==> config.mk <==
export PLATFORM = sky130hd
export DESIGN_NAME = ir_queue
export DESIGN_NICKNAME = d
export VERILOG_FILES = /design/src/rtl/ir_queue.sv
export SDC_FILE = /design/constraint.sdc
export NUM_CORES = 1
export LEC_CHECK = 0
export CAP_MARGIN = 5
export CORE_UTILIZATION = 30
export CTS_CLUSTER_DIAMETER = 40
export DETAILED_ROUTE_END_ITERATION = 8
export PLACE_DENSITY = 0.51
export SLEW_MARGIN = 30
export SYNTH_ARGS = -nofsm -noshare
export SYNTH_HDL_FRONTEND = slang
export SYNTH_SLANG_ARGS = --single-unit
==> constraint.sdc <==
create_clock -name clk -period 2.7 [get_ports clk]
set_input_delay 0.675 -clock clk [delete_from_list [all_inputs] [get_ports clk]]
set_output_delay 0.675 -clock clk [all_outputs]
set_load 0.005 [all_outputs]
==> src/rtl/ir_queue.sv <==
// Instruction register fed by a small prefetch FIFO.
// Supports load, bypass on empty, bubble, flush and immediate extension.
module ir_queue #(
    parameter int INSTR_W = 32,
    parameter int OPC_W   = 6,
    parameter int REG_W   = 4,
    parameter int IMM_W   = 16,
    parameter int MODE_W  = 2,
    parameter int DEPTH   = 4,
    parameter int XLEN    = 32
) (
    input  logic                     clk,
    input  logic                     rst_n,
    input  logic                     in_valid,
    input  logic [INSTR_W-1:0]       in_instr,
    output logic                     in_ready,
    input  logic                     ir_write,
    input  logic                     flush,
    input  logic                     ext_signed,
    output logic                     ir_valid,
    output logic [OPC_W-1:0]         opcode,
    output logic [REG_W-1:0]         rs1,
    output logic [REG_W-1:0]         rd,
    output logic [IMM_W-1:0]         imm,
    output logic [MODE_W-1:0]        mode,
    output logic [XLEN-1:0]          imm_ext,
    output logic [$clog2(DEPTH):0]   count
);

    localparam int PTR_W = $clog2(DEPTH);
    localparam int CNT_W = PTR_W + 1;

    typedef struct packed {
        logic [OPC_W-1:0]  opc;
        logic [REG_W-1:0]  rs1;
        logic [REG_W-1:0]  rd;
        logic [IMM_W-1:0]  imm;
        logic [MODE_W-1:0] mode;
    } fields_t;

    logic [INSTR_W-1:0] mem [DEPTH];
    logic [PTR_W-1:0]   wr_ptr;
    logic [PTR_W-1:0]   rd_ptr;
    logic               push;
    logic               empty;
    logic               load;
    logic               bypass;
    logic               fifo_push;
    logic [INSTR_W-1:0] ir_next;
    fields_t            ir_q;

    assign in_ready  = (count != CNT_W'(DEPTH));
    assign empty     = (count == '0);
    assign push      = in_valid & in_ready;
    assign load      = ir_write & ~empty;
    // An empty queue hands the incoming word straight to the IR.
    assign bypass    = ir_write & empty & push;
    assign fifo_push = push & ~bypass;
    assign ir_next   = load ? mem[rd_ptr] : in_instr;

    always_ff @(posedge clk) begin
        if (fifo_push && !flush) begin
            mem[wr_ptr] <= in_instr;
        end
    end

    always_ff @(posedge clk or negedge rst_n) begin
        if (!rst_n) begin
            wr_ptr <= '0;
            rd_ptr <= '0;
            count  <= '0;
        end else if (flush) begin
            wr_ptr <= '0;
            rd_ptr <= '0;
            count  <= '0;
        end else begin
            if (fifo_push) begin
                wr_ptr <= wr_ptr + PTR_W'(1);
            end
            if (load) begin
                rd_ptr <= rd_ptr + PTR_W'(1);
            end
            unique case ({fifo_push, load})
                2'b10:   count <= count + CNT_W'(1);
                2'b01:   count <= count - CNT_W'(1);
                default: count <= count;
            endcase
        end
    end

    // Fields hold across flush and bubbles; only ir_valid drops.
    always_ff @(posedge clk or negedge rst_n) begin
        if (!rst_n) begin
            ir_valid <= 1'b0;
            ir_q     <= '0;
        end else if (flush) begin
            ir_valid <= 1'b0;
        end else if (ir_write) begin
            ir_valid <= load | bypass;
            if (load || bypass) begin
                ir_q <= fields_t'(ir_next);
            end
        end
    end

    assign opcode  = ir_q.opc;
    assign rs1     = ir_q.rs1;
    assign rd      = ir_q.rd;
    assign imm     = ir_q.imm;
    assign mode    = ir_q.mode;
    assign imm_ext = ext_signed ? XLEN'($signed(ir_q.imm))
                                : XLEN'(ir_q.imm);

endmodule
### After elaboration in Yosys (flattened, before gate mapping)

Memories as Yosys holds them, arrays and structs flattened.
Cells that the tools add are included.

* add/subtract/negate cells: 4
* multiplexer cells: 12
* bitwise operators: 9
* multiply operators: 0
* shift operators: 0
* equal/unequal tests: 3
* reductions and logical operators: 9
* div/mod/pow operators: 0
* magnitude comparators: 0

Operators by type and width (count)
* $mux 32: 2
* $mux 2: 4
* $pmux 3 s2: 1
* $reduce_bool 2->1: 3
* $and 1x1->1: 5
* $add 2x1->2 const B: 2
* $mux 1: 4
* $add 3x1->3 const B: 1
* $logic_not 3->1: 1
* $mux 3: 1
* $ne 3x3->1 const B: 1
* $not 1->1: 3
* $reduce_and 3->1: 1
* $reduce_bool 3->1: 1
* $sub 3x1->3 const B: 1
* $eq 2x1->1 const B: 1
* $eq 2x2->1 const B: 1
* $logic_and 1x1->1: 1
* $logic_not 1->1: 1
* $logic_or 1x1->1: 1
* $or 1x1->1: 1

* memories: 1
* logic and storage cells: 47
* register bits: 40
* output and inout bits: 69
* memory bits (read-only): 0
* memory bits (writable): 128
* bits in latches: 0
* input port bits: 38

Memories
* mem: words 4, bits a word 32, read ports 1, clocked after Yosys merged registers in 0, wr ports 1, RTL line 41 `logic [INSTR_W-1:0] mem [DEPTH];`

### Logic depth before layout (Yosys ltp)

Gate-level depths: netlist of the first run.

* depth in word-level cells: 8
* mapped depth: 8
* mapped depth without buffers: 7

### Worst setup path after synthesis of the first run

Ideal clock, no wire load.

* path kind: input -> register
* start point: input ir_write
* end point: memory mem[0][0] (enable)
* setup slack: 0.335 ns
* required time: 2.308 ns
* buffers on the path: 1
* data arrival time: 1.973 ns
* stages: 5
* cells stage by stage: buf_6 > nor2_1 > o21ai_2 > nor2_1 > and2_1

* cells in the longest elaborated chain, start to end: 7

Ends and longest elaborated chain
* start: declaration: RTL line 17 `input logic ir_write,`
* $and 1x1->1 (2 in series): RTL line 57 `assign bypass = ir_write & empty & push;`
* $not 1->1: RTL line 58 `assign fifo_push = push & ~bypass;`
* $and 1x1->1: RTL line 58
* $logic_and 1x1->1: RTL line 62 `if (fifo_push && !flush) begin`
* $mux 1: RTL line 62
* $mux 1 (not written as such): RTL line 63 `mem[wr_ptr] <= in_instr;`
* end: declaration: RTL line 41

Every way passes these cells.

### Worst setup path in the final report of the first run

* start point: input ext_signed
* end point: output imm_ext[30]

* cells in the longest elaborated chain, start to end: 1

Ends and longest elaborated chain
* start: declaration: RTL line 19 `input logic ext_signed,`
* $mux 32: RTL line 111 `assign imm_ext = ext_signed ? XLEN'($signed(ir_q.imm))`
* end: declaration: RTL line 26 `output logic [XLEN-1:0] imm_ext,`

Every way passes these cells.

==> results of run 1 <==
==> power groups by stage <==
stage	clock, mW	combinational [mW]	sequential (mW)
floorplan	0	0.693	3.15
global placement	0	1.26	3.18
detailed placement	0	1.26	3.19
CTS	2.45	1.27	3.15
global route	2.54	1.36	3.16
finish	2.39	1.24	3.14
==> sequential cells by signal, summed over array words and instances, names as in the netlist <==
| name | cells |
|---|---|
| rd_ptr | 2 |
| rs1 | 4 |
| wr_ptr | 2 |
| rd | 4 |
| mem | 128 |
| ir_valid | 1 |
| opcode | 6 |
| mode | 2 |
| count | 3 |
| imm | 16 |
==> layer usage <==
layer | routed length, um | vias to the layer above | GRT usage, %
met1 | 6580 | 1953 | 16.6
met2 | 7180 | 126 | 22.1
li1 | - | 1788 | -
met3 | 791 | 14 | 3.53
met4 | 159 | 4 | 4.14
met5 | 22 | - | 0
==> metrics by stage <==
step           hold WS (ps)  utilization, %  area [um^2]  total power, mW  std cells
2_1_floorplan           379               -         6950             3.85        442
3_3_place_gp            473            36.1         8200             4.44        795
3_5_place_dp            480            36.1         8200             4.46        795
4_1_cts                 201            38.7         8790             6.86        827
5_1_grt                 210            38.7         8790             7.07        827
6_report                196            38.7         8790             6.77        828
==> cell type report <==
type,count,area (um^2)
fillers,2132,13900
flip-flops and latches,168,4850
multi-input cells,212,1670
repair buffers,125,1310
clock buffers,19,453
well taps,285,357
clock inverters,13,134
inverters,5,18.8
diodes,1,2.50
==> worst paths after layout <==
kind                       slack (ps)          end
min in group clk                  490     ir_valid
setup reg to reg                  530     count[2]
hold reg to reg                   490     ir_valid
max in group asynchronous        1690    rd_ptr[0]
hold / removal                    200       imm[2]
setup / recovery                   90  imm_ext[30]
==> worst max-delay path: stages <==
cell	delay, ps
clkdlybuf4s50_1	460
and2_1	170
buf_12	140
clkdlybuf4s50_1	500
==> kinds of logic after synthesis <==
group	synth area share, %
AOI/OAI and AO/OA	4.55
xor gates and xnor gates	0.630
adders and majority gates	1.01
buffers and inverters	6.53
DFF	69.7
muxes	10.5
and+or+nand+nor	7.09
==> cells in the final DEF (no fill, tap or decap), drive strengths merged, types with 2 or more instances in the layout <==
cell type and instances:
clkinvlp 2, edfxtp 128, buf 20, xnor2 4, a21oi 4, clkdlybuf4s50 105
nor3 3, dfrtp 40, inv 12, a31oi 32, nand2 67, ha 4
mux4 32, nor2 42, clkinv 3, clkbuf 19, and2 5, o21ai 5
==> metrics.cfg, run 1 <==
[sta]
skew_ps=8.75
final_hold_viol_count=0
fin_crit_sh_pct=96.9
maxSlewHeadroom_pct=69.2
slew_viol_final=0
tns_ps=0
period_needed_ps=2610
worst_pin_slew_ps=457
fin_ws_ps=85.0
final-setup-viol-count=0
max_freq_mhz=382
rsz0062_at_grt=false

[synthesis]
synth_cells=442
synth.largest_area_cell=edfxtp_1
synth_area_leaders=edfxtp_1 55%, dfrtp_1 14%, mux4_2 10%, nand2_1 3.6%, buf_4 3.6%
ys_ff_latch=168
synth_ff_type=edfxtp_1
synthTopCellsByCount=128 x edfxtp_1, 67 x nand2_1, 42 x nor2_1, 40 x dfrtp_1, 33 x buf_4
synthDistinctLibCells=35
ys_seq_area_share_pct=69.7
post-synth-top-count-cell=edfxtp_1
synthArstFlopShare_pct=23.8
syn_area_um2=6950
synth_enable_flop_cells=128
synth.top_cell.area_share_pct=55.3
synth.net_count=485
ys_warn_count=0
postSynthAreaPerCell_um2=15.7

[critical_path]
critical_path.startpoint=ext_signed
setup.worst_path.start_class=primary input
crit_path_end_kind=primary output
crit_required_ps=2030
reg2reg_from=count[1]
rr_worst_depth=7
critPathMaxFanout=16
crit_type=in -> out
arrival_ps=1940

[clock_tree]
cts_tree=done
clk-insertion-delay-late_ps=420
cts_hold_buf=0
cts_resized=0
cts_inserted_buffers=17
clk_pin_slew_worst_paths_ps=70
cts.sinks=168
clk_path_buf_depth=2
cts_setup_buffers=0
cts-root-buf=clkbuf_16
htreeDepth=4

[status]
status=complete, no violations

[power_and_ir_drop]
combPwrFrac_pct=18.4
switching_share_pct=24.9
power_frac_seq_pct=46.3
p_per_area_nw_per_um2=771
leakage_nw=3.01
p_sw_mw=1.69
ir_drop_mv=0.397
intPower_mw=5.09
power_frac_clock_pct=35.3

[flow_run]
cap_violations=0

[layout]
drive_above_1_share_pct=17.9
area_delta_synth_final_pct=26.4
final_nets=572

[placed_design]
port_buffers=106
pre_cts_slack_ps=86.3
gp_congestion=0.709
dp_hpwl_um=8970

[global_route]
grt-ovfl-total=0
grt_usage_pct=13.2
first_global_vias=4091
grt_max_degree=49
grt_pass1_wl_um=23100
grt_antenna_before_repair=3

[floorplan]
dieHeight_um=154
num_io_pins=107
die_x_um=154
rows=55
die-area_um2=23800
coreArea_um2=22700
start_util_pct=30.6

[worst_hold_path]
hold_class=in -> async

[drt]
dr.pass1.iters=4
post-route-drc-count=0
num_vias=3885
ant_nets=0
routedWlPerCell_um=17.8
drt-total-wl_um=14700
drt_iter0_markers=198
via_per_inst=4.69

(Power assumes the default switching activity.)
==> run 2: changes to the inputs <==
--- a/config.mk
+++ b/config.mk
@@ -9,7 +9,9 @@
 export CORE_UTILIZATION = 30
 export CTS_CLUSTER_DIAMETER = 40
 export DETAILED_ROUTE_END_ITERATION = 8
-export PLACE_DENSITY = 0.51
+export DONT_BUFFER_PORTS = 1
+export MAX_ROUTING_LAYER = met4
+export PLACE_DENSITY = 0.45
 export SLEW_MARGIN = 30
 export SYNTH_ARGS = -nofsm -noshare
 export SYNTH_HDL_FRONTEND = slang
==> metrics.cfg, run 2 (same netlist as run 1, synthesis figures left out) <==
[status]
status=complete, no violations

[layout]
final_cell_mix=128 x edfxtp_1, 67 x nand2_1, 42 x nor2_1, 38 x dfrtp_1
area_delta_synth_final_pct=10.6
n_antenna_cell=0
fin_util_pct=33.9
final_nets=462
register_area_um2=4850
fill_cells=2179
largest_reg_flops=128
regMostFlops=mem
drive_above_1_share_pct=21.1
multi_input_area_um2=1670
final_common_cell=edfxtp_1

[floorplan]
die_x_um=154
rows=55
start_util_pct=30.6
num_io_pins=107
die-area_um2=23800
coreArea_um2=22700
dieHeight_um=154

[drt]
drt_iter0_markers=184
dr.pass1.iters=5
num_vias=3432
via_per_inst=4.79
post-route-drc-count=0
ant_nets=0
routedWlPerCell_um=19.9
drt-total-wl_um=14300

[critical_path]
arrival_ps=2500
crit_path_end_kind=flip-flop
crit_type=reg -> reg
cpPeakStageDelay_ps=510
cp_slowest_cell=dfrtp_1
crit_required_ps=3000
critPathMaxFanout=10
path_cells=or2_4, o21ai_4, a21oi_1, fa_1, nand4_1, o21ai_0, a2111oi_2
setup.worst_path.start_class=flip-flop

[sta]
fin_crit_sh_pct=81.1
period_needed_ps=2190
max_freq_mhz=456
final_hold_viol_count=0
rsz0062_at_grt=false
tns_ps=0
maxSlewHeadroom_pct=51.5
slew_viol_final=0
final-setup-viol-count=0
fin_ws_ps=509
skew_ps=10.0
worst_pin_slew_ps=727

[power_and_ir_drop]
p_sw_mw=1.57
p_total_mw=6.27
intPower_mw=4.69
switching_share_pct=25.1
p_per_area_nw_per_um2=815
ir_drop_mv=0.384
combPwrFrac_pct=9.9
power_frac_clock_pct=39.4
leakage_nw=2.58
power_frac_seq_pct=50.7

[clock_tree]
cts_resized=0
cts_inserted_buffers=17
clk_path_buf_depth=2
htreeDepth=4
cts-root-buf=clkbuf_16
cts.sinks=168
cts_setup_buffers=0
cts_tree=done
cts_hold_buf=1
clk-insertion-delay-late_ps=420
clk_pin_slew_worst_paths_ps=70

[global_route]
grt_antenna_before_repair=0
grt_pass1_wl_um=21800
grt_max_degree=41
grt_usage_pct=13.0
first_global_vias=3580
grt-ovfl-total=0

[flow_run]
cap_violations=0

[placed_design]
gp_congestion=0.723
pre_cts_slack_ps=513
port_buffers=0
dp_hpwl_um=8690

[worst_hold_path]
hold_class=in -> async

==> run 2: cell types whose count changed in the layout (fill, tap and decap cells not counted), sizes merged <==
cell / before / now
bufinv: 1 / 2
clkinv: 3 / 6
inv: 12 / 10
diode: 1 / 0
clkinvlp: 2 / 0
buf: 20 / 15
clkdlybuf4s50: 105 / 0
==> run 2: worst max-delay path, delay by kind of cell (launching register included) <==
family | cells | cell delay, ps
compound gates | 4 | 680
flops | 1 | 510
simple gates | 2 | 440
fa+ha+maj | 1 | 440
==> run 2: routing by layer <==
| layer | wire length (um) | vias up | global-route usage, % |
|---|---|---|---|
| li1 | - | 1574 | - |
| met1 | 6420 | 1774 | 16.5 |
| met2 | 6980 | 78 | 20.3 |
| met3 | 780 | 6 | 4.26 |
| met4 | 77 | 0 | 3.14 |
| met5 | 0 | - | - |
==> run 2: power by group through the flow <==
stage / Combinational (mW) / Clock (mW) / Sequential, mW
2_1_floorplan: 0.693 / 0 / 3.15
3_3_place_gp: 0.611 / 0 / 3.24
3_5_place_dp: 0.620 / 0 / 3.24
4_1_cts: 0.640 / 2.53 / 3.19
5_1_grt: 0.700 / 2.64 / 3.21
6_report: 0.620 / 2.47 / 3.18
==> run 2: final timing paths <==
| path | from | end | slack, ps | cells past startpoint |
|---|---|---|---|---|
| max in group asynchronous | rst_n | rd_ptr[0] | 2370 | 1 |
| min reg2reg | ir_valid | ir_valid | 510 | 1 |
| min in group clk | flush | count[2] | 320 | 1 |
| max reg2reg | count[1] | count[2] | 510 | 7 |
| min | rst_n | rs1[3] | 100 | 1 |
| max | count[1] | count[2] | 510 | 7 |
==> run 2: stage by stage <==
stage | hold slack (ps) | std cells | area (um^2)
final | 104 | 717 | 7690
after global routing | 88.3 | 717 | 7690
after CTS | 95.8 | 717 | 7690
after detailed placement | 380 | 684 | 7060
after global placement | 380 | 684 | 7060
after floorplan | 379 | 442 | 6950
==> run 2: final cells by class <==
type | instances | area share [%]
Multi-Input combinational cell | 212 | 21.7
Clock buffer | 19 | 5.76
Tap cell | 285 | 4.64
Sequential cell | 168 | 63.0
Timing Repair Buffer | 15 | 2.54
Clock inverter | 13 | 2.10
Inverter | 5 | 0.244
==> run 3: changes to the inputs <==
--- a/config.mk
+++ b/config.mk
@@ -11,7 +11,7 @@
 export DETAILED_ROUTE_END_ITERATION = 8
 export DONT_BUFFER_PORTS = 1
 export MAX_ROUTING_LAYER = met4
-export PLACE_DENSITY = 0.45
+export PLACE_DENSITY = 0.46
 export SLEW_MARGIN = 30
 export SYNTH_ARGS = -nofsm -noshare
 export SYNTH_HDL_FRONTEND = slang
==> constraint.sdc (replaced) <==
create_clock -name clk -period 1.93 [get_ports clk]
set_input_delay 0.4825 -clock clk [delete_from_list [all_inputs] [get_ports clk]]
set_output_delay 0.4825 -clock clk [all_outputs]
set_load 0.005 [all_outputs]
==> metrics.cfg, run 3 (same netlist as run 1, synthesis figures left out) <==
[power_and_ir_drop]
switching_share_pct=24.1
power_frac_seq_pct=49.2
power_frac_clock_pct=39.9
ir_drop_mv=0.514
p_per_area_nw_per_um2=1140
p_sw_mw=2.17
leakage_nw=2.65
intPower_mw=6.82
combPwrFrac_pct=10.9

[layout]
final_common_cell=edfxtp_1
largest_reg_flops=128
regMostFlops=mem
register_area_um2=4850
final_cell_mix=128 x edfxtp_1, 67 x nand2_1, 41 x nor2_1, 36 x dfrtp_1
fin_util_pct=34.7
design_area_um2=7870
final_nets=473
area_delta_synth_final_pct=13.2
n_antenna_cell=0
fill_cells=2200
multi_input_area_um2=1680
drive_above_1_share_pct=24.4

[global_route]
grt_usage_pct=13.4
grt-ovfl-total=0
grt_pass1_wl_um=22600
grt_antenna_before_repair=0
first_global_vias=3816
grt_max_degree=49

[floorplan]
num_io_pins=107
coreArea_um2=22700
die-area_um2=23800
start_util_pct=30.6
dieHeight_um=154
rows=55
die_x_um=154

[critical_path]
r2r_slack_ps=80
rr_worst_depth=7
crit_required_ps=2240
r2r-end=count[2]
crit_path_end_kind=flip-flop
reg2reg_from=count[0]
setup.worst_path.start_class=flip-flop
arrival_ps=2160
critPathMaxFanout=4
crit_type=reg -> reg

[sta]
fin_ws_ps=82.5
fin_crit_sh_pct=95.7
final-setup-viol-count=0
max_freq_mhz=541
skew_ps=5.75
final_hold_viol_count=0
tns_ps=0
whs_ps=119
slew_viol_final=0
maxSlewHeadroom_pct=65.9
rsz0062_at_grt=false
worst_pin_slew_ps=507
period_needed_ps=1850

[clock_tree]
cts-root-buf=clkbuf_16
clk-insertion-delay-late_ps=420
htreeDepth=4
cts.sinks=168
clk_pin_slew_worst_paths_ps=70
cts_tree=done
clk_path_buf_depth=2
cts_inserted_buffers=17

[drt]
via_per_inst=4.78
routedWlPerCell_um=19.8
dr.pass1.iters=4
ant_nets=0
num_vias=3478
post-route-drc-count=0
drt-total-wl_um=14400
drt_iter0_markers=146

[placed_design]
port_buffers=0
pre_cts_slack_ps=-16.3
place_area_um2=7180
gp_congestion=0.711
dp_hpwl_um=8740

[worst_hold_path]
hold_depth=1
hold_class=in -> reg
min_from=flush
hold_end=count[0]

[flow_run]
cap_violations=0

[status]
status=complete, no violations

==> run 3: area by class of cell <==
| cell class | count | share of cell area [%] |
|---|---|---|
| Sequential cell | 168 | 61.6 |
| Multi-Input combinational cell | 212 | 21.4 |
| Clock buffer | 17 | 5.40 |
| Tap cell | 285 | 4.53 |
| Timing Repair Buffer | 26 | 4.35 |
| Clock inverter | 15 | 2.53 |
| Inverter | 5 | 0.238 |
==> run 3: what timing repair did <==
item                       in CTS  in global routing
hold endpoints to repair       40                  0
hold buffers                    2                  0
pin swaps                       3                  4
setup endpoints to repair       1                  1
buffers inserted                1                  1
resized for setup               0                  4
==> run 3: worst max-delay path by stage <==
stage,from,end,cells past startpoint
floorplan,count[1],count[2],8
finish,count[0],count[2],7
CTS,count[1],count[2],7
global placement,count[1],count[2],7
detailed placement,count[1],count[2],7
global route,count[0],count[2],7
==> run 3: per-stage QoR <==
step / total power, mW / instances
final: 8.99 / 728
after global routing: 9.39 / 728
after CTS: 9.11 / 727
after detailed placement: 5.47 / 692
after global placement: 5.46 / 692
after floorplan: 5.38 / 442
==> run 3: worst max-delay path, stage by stage, from the launching register on <==
cell,delay [ps]
dfrtp_2,400
or2_4,270
o21ai_4,150
a21oi_1,70
fa_2,380
nand4_1,90
o21ai_1,80
a2111oi_2,290
==> run 3: power groups by stage <==
| stage | registers, mW | clock network (mW) | logic [mW] |
|---|---|---|---|
| after floorplan | 4.41 | 0 | 0.972 |
| after global placement | 4.51 | 0 | 0.948 |
| after detailed placement | 4.51 | 0 | 0.960 |
| after CTS | 4.44 | 3.67 | 0.994 |
| after global routing | 4.47 | 3.82 | 1.11 |
| final | 4.42 | 3.58 | 0.978 |
==> run 3: routing by layer <==
metal | up-vias | part of all wire [%] | GRT usage [%]
met4 | 0 | 1.2 | 4.52
met5 | - | 0 | -
met2 | 83 | 50 | 22.1
met3 | 13 | 4.5 | 3.31
met1 | 1792 | 44 | 16.0
li1 | 1590 | - | -
